===== config.mk =====
export PLATFORM = sky130hd
export DESIGN_NAME = mem_access_ctrl
export DESIGN_NICKNAME = d
export VERILOG_FILES = /design/src/rtl/pipe_pkg.sv /design/src/rtl/cond_eval.sv /design/src/rtl/mem_access_ctrl.sv
export SDC_FILE = /design/constraint.sdc
export NUM_CORES = 1
export LEC_CHECK = 0
export ABC_CLOCK_PERIOD_IN_PS = 6000
export CORE_ASPECT_RATIO = 1.5
export CORE_MARGIN = 3
export CORE_UTILIZATION = 30
export DETAILED_ROUTE_END_ITERATION = 7
export HOLD_SLACK_MARGIN = 0.12
export PLACE_DENSITY = 0.57
export SETUP_SLACK_MARGIN = 0.02
export SLEW_MARGIN = 20
export SYNTH_ARGS = -nofsm -noshare
export SYNTH_HDL_FRONTEND = slang
export SYNTH_HIERARCHICAL = 1
export SYNTH_SLANG_ARGS = --single-unit

===== constraint.sdc =====
create_clock -name clk -period 6 [get_ports clk]
set_input_delay 0.9 -clock clk [delete_from_list [all_inputs] [get_ports clk]]
set_output_delay 0.9 -clock clk [all_outputs]
set_load 0.01 [all_outputs]

===== src/rtl/pipe_pkg.sv =====
// rtl/pipe_pkg.sv - shared pipeline types, encodings and instruction classifier
package pipe_pkg;

    typedef enum logic [1:0] {
        CLS_ALU = 2'd0,
        CLS_MEM = 2'd1,
        CLS_BR  = 2'd2,
        CLS_NOP = 2'd3
    } instr_class_t;

    localparam logic [1:0] S_IDLE   = 2'd0;
    localparam logic [1:0] S_ACCESS = 2'd1;
    localparam logic [1:0] S_RESP   = 2'd2;

    typedef enum logic [1:0] {
        ST_IDLE   = S_IDLE,
        ST_ACCESS = S_ACCESS,
        ST_RESP   = S_RESP
    } mem_state_t;

    localparam logic [3:0] COND_EQ = 4'b0000;
    localparam logic [3:0] COND_NE = 4'b0001;
    localparam logic [3:0] COND_CS = 4'b0010;
    localparam logic [3:0] COND_CC = 4'b0011;
    localparam logic [3:0] COND_MI = 4'b0100;
    localparam logic [3:0] COND_PL = 4'b0101;
    localparam logic [3:0] COND_VS = 4'b0110;
    localparam logic [3:0] COND_VC = 4'b0111;
    localparam logic [3:0] COND_HI = 4'b1000;
    localparam logic [3:0] COND_LS = 4'b1001;
    localparam logic [3:0] COND_GE = 4'b1010;
    localparam logic [3:0] COND_LT = 4'b1011;
    localparam logic [3:0] COND_GT = 4'b1100;
    localparam logic [3:0] COND_LE = 4'b1101;
    localparam logic [3:0] COND_AL = 4'b1110;
    localparam logic [3:0] COND_NV = 4'b1111;

    // Low opcode nibble of CMP: an ALU op that only sets flags
    localparam logic [3:0] OPC_CMP = 4'b1010;

    localparam logic [1:0] SEL_W_RD = 2'b00;
    localparam logic [1:0] SEL_W_LR = 2'b01;
    localparam logic [1:0] SEL_W_RN = 2'b10;

    localparam logic [1:0] SEL_PC_SEQ = 2'b00;
    localparam logic [1:0] SEL_PC_BR  = 2'b11;

    // MEM and BR are checked first; everything unmatched falls to NOP
    function automatic instr_class_t classify(input logic [6:0] op, input logic [3:0] c);
        if (op[6:5] == 2'b11 || op[6:3] == 4'b1000) return CLS_MEM;
        if (op[6:3] == 4'b1001) return CLS_BR;
        if (!op[6] && op[5:4] != 2'b10 && c != COND_NV) return CLS_ALU;
        return CLS_NOP;
    endfunction

endpackage


===== src/rtl/cond_eval.sv =====
// rtl/cond_eval.sv - ARM condition code evaluation against NZCV
module cond_eval
    import pipe_pkg::*;
(
    input  logic [3:0] cond,
    input  logic [3:0] flags,
    output logic       taken
);

    logic n, z, c, v;

    assign n = flags[3];
    assign z = flags[2];
    assign c = flags[1];
    assign v = flags[0];

    // Full condition table; NV is never taken
    always_comb begin
        taken = 1'b0;
        case (cond)
            COND_EQ: taken = z;
            COND_NE: taken = ~z;
            COND_CS: taken = c;
            COND_CC: taken = ~c;
            COND_MI: taken = n;
            COND_PL: taken = ~n;
            COND_VS: taken = v;
            COND_VC: taken = ~v;
            COND_HI: taken = c & ~z;
            COND_LS: taken = ~c | z;
            COND_GE: taken = (n == v);
            COND_LT: taken = (n != v);
            COND_GT: taken = ~z & (n == v);
            COND_LE: taken = z | (n != v);
            COND_AL: taken = 1'b1;
            COND_NV: taken = 1'b0;
            default: taken = 1'b0;
        endcase
    end

endmodule


===== src/rtl/mem_access_ctrl.sv =====
// rtl/mem_access_ctrl.sv - memory-stage controller with branch epoch squashing
module mem_access_ctrl
    import pipe_pkg::*;
#(
    parameter int ADDR_W   = 32,
    parameter int EPOCH_W  = 2,
    parameter int MAX_WAIT = 15
) (
    input  logic               clk,
    input  logic               rst_n,
    input  logic               in_valid,
    output logic               in_ready,
    input  logic [EPOCH_W-1:0] in_epoch,
    input  logic [6:0]         opcode,
    input  logic [3:0]         cond,
    input  logic               P,
    input  logic               U,
    input  logic               W,
    input  logic [3:0]         flags,
    input  logic [ADDR_W-1:0]  base,
    input  logic [ADDR_W-1:0]  offset,
    input  logic [ADDR_W-1:0]  wdata,
    output logic               mem_req,
    output logic               mem_we,
    output logic [ADDR_W-1:0]  mem_addr,
    output logic [ADDR_W-1:0]  mem_wdata,
    input  logic               mem_ack,
    input  logic               mem_err,
    input  logic [ADDR_W-1:0]  mem_rdata,
    output logic               rd_valid,
    output logic [ADDR_W-1:0]  rd_data,
    output logic               w_en1,
    output logic [1:0]         sel_w_addr1,
    output logic [ADDR_W-1:0]  wb_addr,
    output logic [1:0]         sel_pc,
    output logic               load_pc,
    output logic [EPOCH_W-1:0] epoch,
    output logic               fault,
    input  logic               fault_clr
);

    localparam int CNT_W = $clog2(MAX_WAIT + 1);

    mem_state_t         state_q;
    logic [EPOCH_W-1:0] epoch_q, epoch_d;
    logic [CNT_W-1:0]   wait_q;
    logic               fault_q;
    logic [ADDR_W-1:0]  addr_q, eff_q, wdata_q, rdata_q;
    logic               we_q, do_wb_q;

    instr_class_t       cls;
    logic               accept, live, br_taken;
    logic               ack_ok, ack_err, timeout, retire_mem;
    logic [ADDR_W-1:0]  eff_in;

    cond_eval u_cond_eval (
        .cond  (cond),
        .flags (flags),
        .taken (br_taken)
    );

    // Gating with rst_n keeps every output at 0 while reset is held
    assign in_ready = rst_n & (state_q == ST_IDLE) & ~fault_q;
    assign accept   = in_valid & in_ready;
    assign live     = accept & (in_epoch == epoch_q);
    assign cls      = classify(opcode, cond);
    assign eff_in   = U ? (base + offset) : (base - offset);

    assign ack_ok     = (state_q == ST_ACCESS) & mem_ack & ~mem_err;
    assign ack_err    = (state_q == ST_ACCESS) & mem_ack & mem_err;
    assign timeout    = (state_q == ST_ACCESS) & ~mem_ack & (wait_q == CNT_W'(MAX_WAIT - 1));
    assign retire_mem = (ack_ok & we_q) | (state_q == ST_RESP);

    assign mem_req   = (state_q == ST_ACCESS);
    assign mem_we    = mem_req & we_q;
    assign mem_addr  = mem_req ? addr_q : '0;
    assign mem_wdata = mem_req ? wdata_q : '0;
    assign fault     = fault_q;
    assign epoch     = epoch_d;

    // Retire pulses: same-cycle for ALU/BR/NOP, ack cycle for stores, RESP for loads
    always_comb begin
        load_pc     = 1'b0;
        w_en1       = 1'b0;
        sel_w_addr1 = SEL_W_RD;
        sel_pc      = SEL_PC_SEQ;
        wb_addr     = '0;
        rd_valid    = 1'b0;
        rd_data     = '0;
        epoch_d     = epoch_q;
        if (live) begin
            case (cls)
                CLS_ALU: begin
                    load_pc = 1'b1;
                    w_en1   = (opcode[3:0] != OPC_CMP);
                end
                CLS_BR: begin
                    load_pc = 1'b1;
                    if (br_taken) begin
                        sel_pc  = SEL_PC_BR;
                        epoch_d = epoch_q + EPOCH_W'(1);
                    end
                    if (opcode[1]) begin
                        w_en1       = 1'b1;
                        sel_w_addr1 = SEL_W_LR;
                    end
                end
                CLS_NOP: load_pc = 1'b1;
                default: ;
            endcase
        end
        if (retire_mem) begin
            load_pc = 1'b1;
            if (do_wb_q) begin
                w_en1       = 1'b1;
                sel_w_addr1 = SEL_W_RN;
                wb_addr     = eff_q;
            end
        end
        if (state_q == ST_RESP) begin
            rd_valid = 1'b1;
            rd_data  = rdata_q;
        end
    end

    // Access FSM, address latching, wait counter, epoch and sticky fault
    always_ff @(posedge clk or negedge rst_n) begin
        if (!rst_n) begin
            state_q <= ST_IDLE;
            epoch_q <= '0;
            wait_q  <= '0;
            fault_q <= 1'b0;
            addr_q  <= '0;
            eff_q   <= '0;
            wdata_q <= '0;
            rdata_q <= '0;
            we_q    <= 1'b0;
            do_wb_q <= 1'b0;
        end else begin
            epoch_q <= epoch_d;
            fault_q <= ack_err | timeout | (fault_q & ~fault_clr);
            case (state_q)
                ST_IDLE: begin
                    if (live && cls == CLS_MEM) begin
                        state_q <= ST_ACCESS;
                        wait_q  <= '0;
                        eff_q   <= eff_in;
                        addr_q  <= P ? eff_in : base;
                        we_q    <= opcode[4];
                        wdata_q <= wdata;
                        do_wb_q <= ~P | W;
                    end
                end
                ST_ACCESS: begin
                    if (mem_ack) begin
                        if (!mem_err && !we_q) begin
                            state_q <= ST_RESP;
                            rdata_q <= mem_rdata;
                        end else begin
                            state_q <= ST_IDLE;
                        end
                    end else if (timeout) begin
                        state_q <= ST_IDLE;
                    end else begin
                        wait_q <= wait_q + CNT_W'(1);
                    end
                end
                ST_RESP:  state_q <= ST_IDLE;
                default:  state_q <= ST_IDLE;
            endcase
        end
    end

endmodule


# ---- Yosys cells after proc, flatten, opt, wreduce, memory -nomap -nowiden
# Index checks and enable logic that the tools add are counted.
dict set report word_totals {
  regBits 139
  latchBits 0
  ramBits 0
  mem_bits_ro 0
  input_bits 154
  output_inout_bits 141
  elab_cells 143
  n_memories 0
}
dict set report classes {
  add_sub_neg 4
  mul 0
  div_mod_pow 0
  n_lt_le_gt_ge 0
  eq_ne 34
  n_shift 0
  muxes 49
  bitwise 29
  n_reduce_logical 17
}
# op n
set ops {}
lappend ops {{$mux 32} 7}
lappend ops {{$eq 4x4->1 const B} 11}
lappend ops {{$mux 2} 18}
lappend ops {{$add 32x32->32} 1}
lappend ops {{$sub 32x32->32} 1}
lappend ops {{$mux 1} 17}
lappend ops {{$eq 4x3->1 const B} 4}
lappend ops {{$pmux 1 s16} 1}
lappend ops {{$and 1x1->1} 14}
lappend ops {{$mux 4} 3}
lappend ops {{$not 1->1} 9}
lappend ops {{$eq 2x2->1 const B} 4}
lappend ops {{$eq 4x2->1 const B} 2}
lappend ops {{$ne 4x4->1 const B} 2}
lappend ops {{$pmux 4 s2} 1}
lappend ops {{$ne 2x2->1 const B} 3}
lappend ops {{$or 1x1->1} 6}
lappend ops {{$add 4x1->4 const B} 1}
lappend ops {{$eq 2x1->1 const B} 2}
lappend ops {{$eq 4x1->1 const B} 1}
lappend ops {{$logic_and 1x1->1} 4}
lappend ops {{$logic_not 2->1} 2}
lappend ops {{$logic_not 4->1} 1}
lappend ops {{$pmux 2 s2} 1}
lappend ops {{14 further kinds} 17}

# ---- Longest topological paths before layout
# Gate-level depths: netlist of run 1.
dict set report depth {
  depth_word 14
  mapped_depth 16
  mapped_depth_nobuf 16
}

# ---- Modules after synthesis
# Netlist of run 1, hierarchy kept.
# mod n_inst cells_per_inst area_per_inst_um2 seq_area_each_um2
set modules_own_cells {}
lappend modules_own_cells {mem_access_ctrl 1 1028 8923.6 3478.3}
lappend modules_own_cells {cond_eval 1 23 155.1 0.0}

# ---- Worst setup path before layout of run 1
# OpenSTA, ideal clock, no wires.
dict set report synth_path {
  path_type {in2reg}
  start {input offset[15]}
  end {register eff_q[29]}
  setup_time_ps 125
  t_arrival_ps 4091
  required_time_ps 5875
  path_slack_ps 1785
  stages 12
  n_path_buf 0
  cell_sequence {or4_4 -> or4_4 -> nand2b_1 -> o41ai_1 -> xnor2_1 -> ha_1 -> a21oi_1 -> o21ai_0 -> a221o_1 -> a31oi_1 -> xnor2_1 -> mux2_2}
}
dict set report synth_between {
  elab_chain_len 2
  elab_cells_between_ends 3
  cone_classes {2 x add/sub; 1 x mux}
}
# item line
set synth_lines {}
lappend synth_lines {{start, declared} mem_access_ctrl.sv:21} ;# input logic [ADDR_W-1:0] offset,
lappend synth_lines {{$sub 32x32->32 / $add 32x32->32 (equally long branches)} mem_access_ctrl.sv:67} ;# assign eff_in = U ? (base + offset) : (base - offset);
lappend synth_lines {{$mux 32 *} mem_access_ctrl.sv:67}
lappend synth_lines {{end signal, assigned} mem_access_ctrl.sv:147} ;# eff_q <= eff_in;
lappend synth_lines {{end, declared} mem_access_ctrl.sv:48} ;# logic [ADDR_W-1:0] addr_q, eff_q, wdata_q, rdata_q;
# Mark *: on every way between the ends. The rest lies on a longest branch, timed or not.
# A chain may end at the register's enable or synchronous reset.

# ---- Worst setup path after layout of run 1
dict set report layout_path {
  start {input offset[3]}
  end {register eff_q[24]}
}
# The elaborated chain is that of the path after synthesis.

==> impl_metrics.toml, run 1 <==
[route]
vias = 8389
wl_per_cell_um = 17.83
drc = 0
final_antenna_net_count = 0
totalWireLength_um = 30840
drt-initial-drc-count = 317
viasPerCell = 4.849
firstDrtPassIters = 5

[critical_path]
critPathKind = "in2reg"
crit_fanout = 7
reg2reg_slack_ps = 2960
r2r_end = "addr_q[23]$_DFFE_PN0P_"
worstSetupStartpointType = "primary input"
crit_required_ps = 6320
reg2regPathDepth = 7
worstSetupEndpointType = "flop"
cp.arrival_ps = 4960
crit-reg2reg-launch = "state_q[0]$_DFFE_PN0P_"

[power]
combPwrFrac = 0.249
power.leakage_nw = 5.822
ir_worst_vdd_mv = 0.1850
p_seq_frac = 0.393
clockPowerShare = 0.358
p_sw_frac = 0.2947
switchingPower_w = 0.0009896
power_density_nw_per_um2 = 256.4
p_int_w = 0.002368

[timing]
fin_tns_setup_ps = 0
grt_setup_unrepaired = "no"
period_minus_slack_ps = 4642
relSlewSlack = 0.3812
fin_skew_ps = 10.86
finalSetupViolations = 0
holdWs_ps = 314.8
tightest_slew_ps = 928.2
fmax_ghz = 0.2154
slew_viol_final = 0
hold_violations = 0
finalCritPeriodShare = 0.7737

[layout]
drive_gt1_frac = 0.05768
seq_area_um2 = 3478
utilization = 0.4413
syn2layout_area_growth_pct = 44.25
multiInputGateArea_um2 = 5318
antenna_cells = 0
nNetsFinal = 1518
fin_cells = 1730
nFillCells = 3026

[global_routing]
grt_antenna_before_repair = 0
grt_overflow_total = 0
grt_first_pass_wirelength_um = 47450
grt_pass1_vias = 8379
grt_max_degree = 75
grt_usage = 0.1877

[yosys]
postSynthAreaPerCell_um2 = 8.638
yosysSeqAreaShare = 0.3831
ys.flop_type = "dfrtp_1"
synth_top_area_frac = 0.3831
postSynthCellCount = 1051
syn_area_um2 = 9079
synth_edf_count = 0
yosysTopAreaCell = "dfrtp_1"
yosysWarnings = 6
ys_types = 60
ys_top_cells_by_area = "dfrtp_1 38%, nand2_1 7.7%, and2_1 7.2%"
synth_fp_nets = 1247
async_flop_share = 1.000
ys_ff_latch = 139

[clock_network]
cts.repair.resized = 0
clk_latency_ps = 430
cts_root_buf = "clkbuf_16"
cts_tree = "done"
path_clk_slew_ps = 70
cts_sinks = 139
postCtsSetupBuffers = 0
hold_buffers = 0
clock_path_buffers = 2
numCtsBuffers = 17
htreeDepth = 4

[worst_hold_path]
hold_class = "in2async"

[floorplanning]
num_rows = 77
core_area_um2 = 29670
die_y_um = 219.1
die-area_um2 = 32430
die-width_um = 148.0
start_util = 0.3060
pin_count = 295

[run]
max_cap_viol_count = 0

[placed_design]
port_buffers = 294
dp.cells = 1698
gp_congestion = 0.9052
dpl.hpwl_um = 23850

[outcome]
status = "finished clean"
-- power groups by stage --
stage	sequential (W)	combinational [W]	clock, W
3_3_place_gp	0.00133	0.000824	0
3_5_place_dp	0.00134	0.000837	0
4_1_cts	0.00132	0.000841	0.00124
2_1_floorplan	0.00128	0.000550	0
5_1_grt	0.00135	0.000944	0.00127
6_report	0.00132	0.000835	0.00120
-- sequential cells by signal (all words and copies together) (netlist names) --
register / cells
addr_q: 32
state_q: 2
wait_q: 4
rdata_q: 32
epoch_q: 2
eff_q: 32
do_wb_q: 1
wdata_q: 32
fault: 1
we_q: 1
-- how the worst max path moves through the flow --
stage                                 end  slack [ps]  cells past startpoint       start
detailed placement  eff_q[24]$_DFFE_PN0P_         930                     14   offset[3]
finish              eff_q[24]$_DFFE_PN0P_        1360                     14   offset[3]
CTS                 eff_q[24]$_DFFE_PN0P_        1360                     14   offset[3]
global route        eff_q[29]$_DFFE_PN0P_        1030                     14   offset[3]
global placement    eff_q[24]$_DFFE_PN0P_         900                     14   offset[3]
floorplan           eff_q[29]$_DFFE_PN0P_        1780                     12  offset[15]
-- through the flow --
step	setup WS [ps]	area, µm²	total power, W
3_5_place_dp	926.1	12430	0.002176
2_1_floorplan	1785	9079	0.001831
4_1_cts	1356	13100	0.003401
3_3_place_gp	899.1	12430	0.002152
6_report	1358	13100	0.003358
5_1_grt	1028	13100	0.003564
-- synth_stat cells, drive strengths merged (4+ instances only) --
cell     instances
buf              8
a2bb2oi          6
or3              6
xnor2           33
o21ai           79
ha              41
inv             21
nor2b            4
nor3b           14
dfrtp          139
nand4           10
nand3           10
nor4b            4
clkbuf          48
o211ai           5
nor3            15
a31oi            9
a21o             9
a21oi           61
nand2b           5
o21bai           6
xor2            40
nand2          187
mux2            39
nor4             4
nor2            50
and3            39
a211oi           6
mux2i           13
and2           105
-- layout by cell type (no fill, tap or decap), drive strengths merged, types with 4 or more instances in the layout --
cell type      synthesis  routed
clkdlybuf4s50          0     292
nand2                187     187
dfrtp                139     139
and2                 105     105
o21ai                 79      79
a21oi                 61      61
nor2                  50      50
ha                    41      41
xor2                  40      40
and3                  39      39
mux2                  39      39
xnor2                 33      33
clkbuf                48      22
inv                   21      21
buf                    8      16
nor3                  15      15
nor3b                 14      14
mux2i                 13      13
nand4                 10      10
nand3                 10      10
a21o                   9       9
a31oi                  9       9
or3                    6       6
o21bai                 6       6
a2bb2oi                6       6
a211oi                 6       6
nand2b                 5       5
o211ai                 5       5
bufinv                 0       5
nor4                   4       4
nor2b                  4       4
nor4b                  4       4
-- worst max-delay path, cell delays in order --
cell and delay (ps):
clkdlybuf4s50_1 470, nor4_1 360, buf_4 190, nand4_1 400, o41ai_1 470, xnor2_1 180, ha_1 320, a21oi_1 290
o21ai_0 140, a21o_1 190, a221o_1 340, a221oi_1 320, xnor2_1 130, mux2_2 270
-- routing by layer --
metal  track usage  wire (µm)
met2        0.3427      16160
met1        0.2190      12430
met5             0          0
met3       0.04235       1662
met4       0.05362        584
-- final cells by class --
| cell class | instances | area share |
|---|---|---|
| timing repair buffer | 308 | 0.2334 |
| clock inverter | 10 | 0.01424 |
| multi-input combinational | 835 | 0.4060 |
| clock buffer | 22 | 0.03697 |
| inverter | 21 | 0.006019 |
| tap | 395 | 0.03774 |
| sequential | 139 | 0.2656 |
-- logic make-up after synthesis --
family	count (synthesis)	share of synthesized area
and+or+nand+nor	464	0.2581
AOI/OAI and AO/OA	204	0.1329
DFF	139	0.3831
buffers and inverters	77	0.03321
xor gates and xnor gates	73	0.07125
muxes	52	0.06271
adders and majority gates	42	0.05871
Power figures use the tool's default switching activity.
==> run 2, diff against run 1 <==
- ABC_CLOCK_PERIOD_IN_PS: 6000 -> 4130
- PLACE_DENSITY: 0.57 -> 0.59
- clock period: 6 -> 4.13 ns (I/O delays scaled with it)
==> run 2 against run 1 <==
Against the previous run:
- combinational power is 69% higher
- die area stayed put
- global-route usage is 0.43 points higher
- worst hold slack better by 58 ps
- via count is 5.5% higher
- cell count is 6.9% higher
- critical path depth is 1 higher
- core utilization is 3.0 points higher
- routed wire length is 1.4% higher
- power is 43% higher
- largest cell class unchanged
==> impl_metrics.toml, run 2 (synthesis gave the netlist of run 1 again) <==
[critical_path]
crit_buf_inv = 2
worstSetupStartpointType = "primary input"
endpoint = "eff_q[29]$_DFFE_PN0P_"
crit_start = "offset[15]"
slowest_stage = "or4_4"
worst_path_largest_cell_delay_ps = 550
crit-reg2reg-launch = "fault$_DFF_PN0_"
reg2reg_slack_ps = 1610
reg2regPathDepth = 9
path_depth = 15
critPathKind = "in2reg"
crit_fanout = 5
crit_required_ps = 4450
crit_chain = "clkdlybuf4s50_1, or4_4, or4_4, nand2b_4, buf_4, nor3_1, nor2_1, xor2_1, ha_1, a21o_1, a21o_1, a221o_1, a31oi_2, xnor2_1, mux2_2"
worstSetupEndpointType = "flop"
cp_top_family = "simple AND/OR/NAND/NOR gates"
cp.arrival_ps = 4320
r2r_end = "wdata_q[27]$_DFFE_PN0P_"

[power]
p_int_w = 0.003310
p_sw_frac = 0.3090
p_seq_frac = 0.401
ir_worst_vdd_mv = 0.2862
clockPowerShare = 0.304
power_density_nw_per_um2 = 342.3
switchingPower_w = 0.001480
combPwrFrac = 0.295
power.leakage_nw = 6.393
total_power_w = 0.004790

[clock_network]
hold_buffers = 0
clk_latency_ps = 430
cts_sinks = 139
path_clk_slew_ps = 60
htreeDepth = 4
clock_path_buffers = 2
cts_root_buf = "clkbuf_16"
numCtsBuffers = 17
cts_tree = "done"

[placed_design]
dp.cells = 1816
dpl.hpwl_um = 24750
dpl_worst_slack_ps = -395.7
gp_congestion = 0.8861
port_buffers = 294
placed_area_um2 = 13320

[global_routing]
grt_pass1_vias = 8917
grt_overflow_total = 0
grt_antenna_before_repair = 0
grt_usage = 0.1919
grt_max_degree = 140
grt_first_pass_wirelength_um = 48630

[route]
firstDrtPassIters = 6
wl_per_cell_um = 16.92
drt-initial-drc-count = 337
totalWireLength_um = 31280
vias = 8850
drc = 0
final_antenna_net_count = 0
viasPerCell = 4.786

[layout]
final_cell_mix = "291 x clkdlybuf4s50_1, 187 x nand2_1, 139 x dfrtp_1"
drive_gt1_frac = 0.1458
nFillCells = 2994
fin_cells = 1849
final_common_cell = "clkdlybuf4s50_1"
antenna_cells = 0
nNetsFinal = 1637
syn2layout_area_growth_pct = 54.12
post-route-cell-area_um2 = 13990

[floorplanning]
num_rows = 77
die-width_um = 148.0
core_area_um2 = 29670
start_util = 0.3060
pin_count = 295
die-area_um2 = 32430
die_y_um = 219.1

[timing]
relSlewSlack = 0.4395
finalCritPeriodShare = 0.9683
tightest_slew_ps = 840.7
worst_slack_ps = 131.1
period_minus_slack_ps = 3999
hold_violations = 0
finalSetupViolations = 0
grt_setup_unrepaired = "yes"
slew_viol_final = 0
fin_skew_ps = 9.381
fmax_ghz = 0.2501

[outcome]
status = "finished clean"

[worst_hold_path]
hold_class = "in2async"

[run]
max_cap_viol_count = 0
## run 2: cell types whose count changed in the layout (fill, tap and decap cells not counted), sizes merged, moves of 2 or more
cell,change
buf,+119
bufinv,-4
clkbuf,-2
clkinv,+5
## run 2: what timing repair did
action	in CTS	in global routing
buffers inserted	0	1
resized for setup	0	21
endpoints found under the setup margin	0	19
## run 2: power by group through the flow
stage / sequential (W) / combinational [W] / clock [W]
6_report: 0.00192 / 0.00141 / 0.00146
5_1_grt: 0.00197 / 0.00158 / 0.00156
4_1_cts: 0.00193 / 0.00141 / 0.00151
3_5_place_dp: 0.00195 / 0.00140 / 0
3_3_place_gp: 0.00193 / 0.00137 / 0
2_1_floorplan: 0.00186 / 0.000800 / 0
## run 2: cell type report
type,count,area (µm²),share of cell area
repair buffers,427,3965,0.2834
multi-input cells,835,5420,0.3874
inverters,21,78.83,0.005634
well taps,395,494.2,0.03532
flip-flops and latches,139,3478,0.2486
clock inverters,12,98.84,0.007064
clock buffers,20,456.7,0.03264
## run 2: how the worst min path moves through the flow
stage	slack, ps	end	depth (start not counted)	start
after floorplan	320	addr_q[0]$_DFFE_PN0P_	0	rst_n
after global placement	450	wdata_q[31]$_DFFE_PN0P_	2	wdata_q[31]$_DFFE_PN0P_
after detailed placement	450	wdata_q[31]$_DFFE_PN0P_	2	wdata_q[31]$_DFFE_PN0P_
after CTS	390	wdata_q[23]$_DFFE_PN0P_	2	rst_n
after global routing	410	wdata_q[27]$_DFFE_PN0P_	2	rst_n
final	370	wdata_q[23]$_DFFE_PN0P_	2	rst_n
## run 2: per-stage QoR
step / hold WS (ps) / util / TNS, ps
2_1_floorplan: 323.9 / - / 0
3_3_place_gp: 448.1 / 0.4490 / -4646
3_5_place_dp: 453.7 / 0.4490 / -5214
4_1_cts: 391.5 / 0.4677 / 0
5_1_grt: 406.7 / 0.4715 / -0.7776
6_report: 372.4 / 0.4715 / 0
## run 2: layer usage
| layer | GRT usage | routed length (µm) | vias to the layer above |
|---|---|---|---|
| met1 | 0.2129 | 12240 | 4125 |
| met3 | 0.03532 | 1441 | 65 |
| li1 | - | - | 4401 |
| met5 | 0 | 0 | - |
| met4 | 0.1014 | 1427 | 0 |
| met2 | 0.3465 | 16170 | 259 |
==> run 3, diff against run 2 <==
- ABC_CLOCK_PERIOD_IN_PS: 4130 -> 4200
- PLACE_DENSITY: 0.59 -> 0.57
- clock period: 4.13 -> 4.2 ns (I/O delays scaled with it)
==> run 3 against run 2 <==
Against the previous run:
- combinational power barely moved
- critical path depth down 5
- core utilization is 0.13 points higher
- sequential share of layout area down 0.066 points
- cell count about the same
- clock skew rose by 0.83 ps
- register-to-register slack better by 80 ps
- count of clock-buffer cells in the layout up 1
- critical endpoint is now epoch[1]
==> impl_metrics.toml, run 3 (synthesis gave the netlist of run 1 again) <==
[power]
ir_worst_vdd_mv = 0.2803
power_density_nw_per_um2 = 350.6
power.leakage_nw = 6.419

[global_routing]
grt_usage = 0.1908
grt_pass1_vias = 8831
grt_overflow_total = 0
grt_first_pass_wirelength_um = 48490
grt_antenna_before_repair = 0
grt_max_degree = 75

[placed_design]
dpl_worst_slack_ps = -391.1
placed_area_um2 = 13320
dp.cells = 1817
dpl.hpwl_um = 24960
port_buffers = 294
gp_congestion = 0.8202

[layout]
drive_gt1_frac = 0.1436
antenna_cells = 0
nNetsFinal = 1638
final_cell_mix = "291 x clkdlybuf4s50_1, 187 x nand2_1, 139 x dfrtp_1"
syn2layout_area_growth_pct = 54.53
utilization = 0.4728
post-route-cell-area_um2 = 14030
nFillCells = 3006
fin_cells = 1850
final_common_cell = "clkdlybuf4s50_1"

[critical_path]
worstSetupEndpointType = "primary output"
crit_start = "flags[0]"
crit_fanout = 4
cp.arrival_ps = 3410
critPathKind = "in2out"
crit-reg2reg-launch = "state_q[1]$_DFFE_PN0P_"
r2r_end = "wait_q[1]$_DFFE_PN0P_"
reg2regPathDepth = 8
crit_required_ps = 3570
reg2reg_slack_ps = 1690
worstSetupStartpointType = "primary input"
endpoint = "epoch[1]"

[clock_network]
htreeDepth = 4
cts_root_buf = "clkbuf_16"
clk_latency_ps = 430
numCtsBuffers = 17
clock_path_buffers = 2
cts_tree = "done"
path_clk_slew_ps = 60
cts_sinks = 139

[route]
totalWireLength_um = 31400
drt-initial-drc-count = 280
drc = 0
vias = 8851
final_antenna_net_count = 0
firstDrtPassIters = 5
wl_per_cell_um = 16.97
viasPerCell = 4.784

[timing]
relSlewSlack = 0.4257
fin_tns_setup_ps = 0
finalCritPeriodShare = 0.9616
period_minus_slack_ps = 4039
fmax_ghz = 0.2476
tightest_slew_ps = 861.5
grt_setup_unrepaired = "no"
finalSetupViolations = 0
worst_slack_ps = 161.1
slew_viol_final = 0
fin_skew_ps = 10.21
hold_violations = 0

[run]
max_cap_viol_count = 0

[floorplanning]
core_area_um2 = 29670
die-area_um2 = 32430
num_rows = 77
die-width_um = 148.0
start_util = 0.3060
pin_count = 295
die_y_um = 219.1

[outcome]
status = "finished clean"

[worst_hold_path]
hold_class = "in2async"
run 3: changes by cell type in the layout (fill, tap and decap cells not counted), sizes merged:
cell / previous run / this run
buf: 135 / 136
clkbuf: 20 / 21
clkinv: 7 / 3
bufinv: 1 / 4
run 3: repair_timing:
item | in CTS | in global routing
hold buffers | 0 | 0
hold endpoints to repair | 0 | 0
endpoints found under the setup margin | 0 | 10
buffers inserted | 0 | 1
resized for setup | 0 | 12
run 3: how the worst min path moves through the flow:
stage                              end  slack (ps)  depth (start not counted)
2_1_floorplan    addr_q[0]$_DFFE_PN0P_         330                          0
3_3_place_gp    wdata_q[6]$_DFFE_PN0P_         450                          2
3_5_place_dp   wdata_q[28]$_DFFE_PN0P_         450                          2
4_1_cts        wdata_q[16]$_DFFE_PN0P_         210                          2
5_1_grt         wdata_q[8]$_DFFE_PN0P_         220                          2
6_report        wdata_q[8]$_DFFE_PN0P_         220                          2
run 3: cell type report:
class                           count  area [µm²]  share of cell area
Inverter                           21       78.83            0.005618
Sequential cell                   139        3478              0.2479
Timing Repair Buffer              428        3960              0.2823
Tap cell                          395       494.2             0.03523
Multi-Input combinational cell    835        5373              0.3829
Clock inverter                     11       165.2             0.01177
Clock buffer                       21       480.5             0.03425
run 3: critical path: stages:
cell and delay (ps):
clkdlybuf4s50_1 490, xor2_1 270, xor2_1 120, a2111oi_1 480
a311oi_1 90, o22ai_1 180, and2_2 240, nand2_1 110
xnor2_1 210, clkdlybuf4s50_1 580
run 3: through the flow:
step / power [W] / hold slack (ps)
after CTS: 0.004974 / 212.5
after global routing: 0.005241 / 224.5
after global placement: 0.003259 / 448.8
after detailed placement: 0.003298 / 453.7
after floorplan: 0.002616 / 334.4
final: 0.004918 / 216.3
run 3: metal layers:
layer | global-route usage | vias to the layer above | part of all wire
li1 | - | 4404 | -
met1 | 0.2247 | 4157 | 0.40
met2 | 0.3447 | 246 | 0.52
met3 | 0.03202 | 44 | 0.052
met4 | 0.07365 | 0 | 0.029
met5 | 0 | - | 0
run 3: where the power goes:
part / internal (W) / leakage, nW / total, W / switching, W
combinational: 0.000731 / 4.32 / 0.00139 / 0.000662
sequential: 0.00169 / 1.79 / 0.00188 / 0.000187
clock: 0.00105 / 0.307 / 0.00165 / 0.000592
total: 0.00348 / 6.42 / 0.00492 / 0.00144
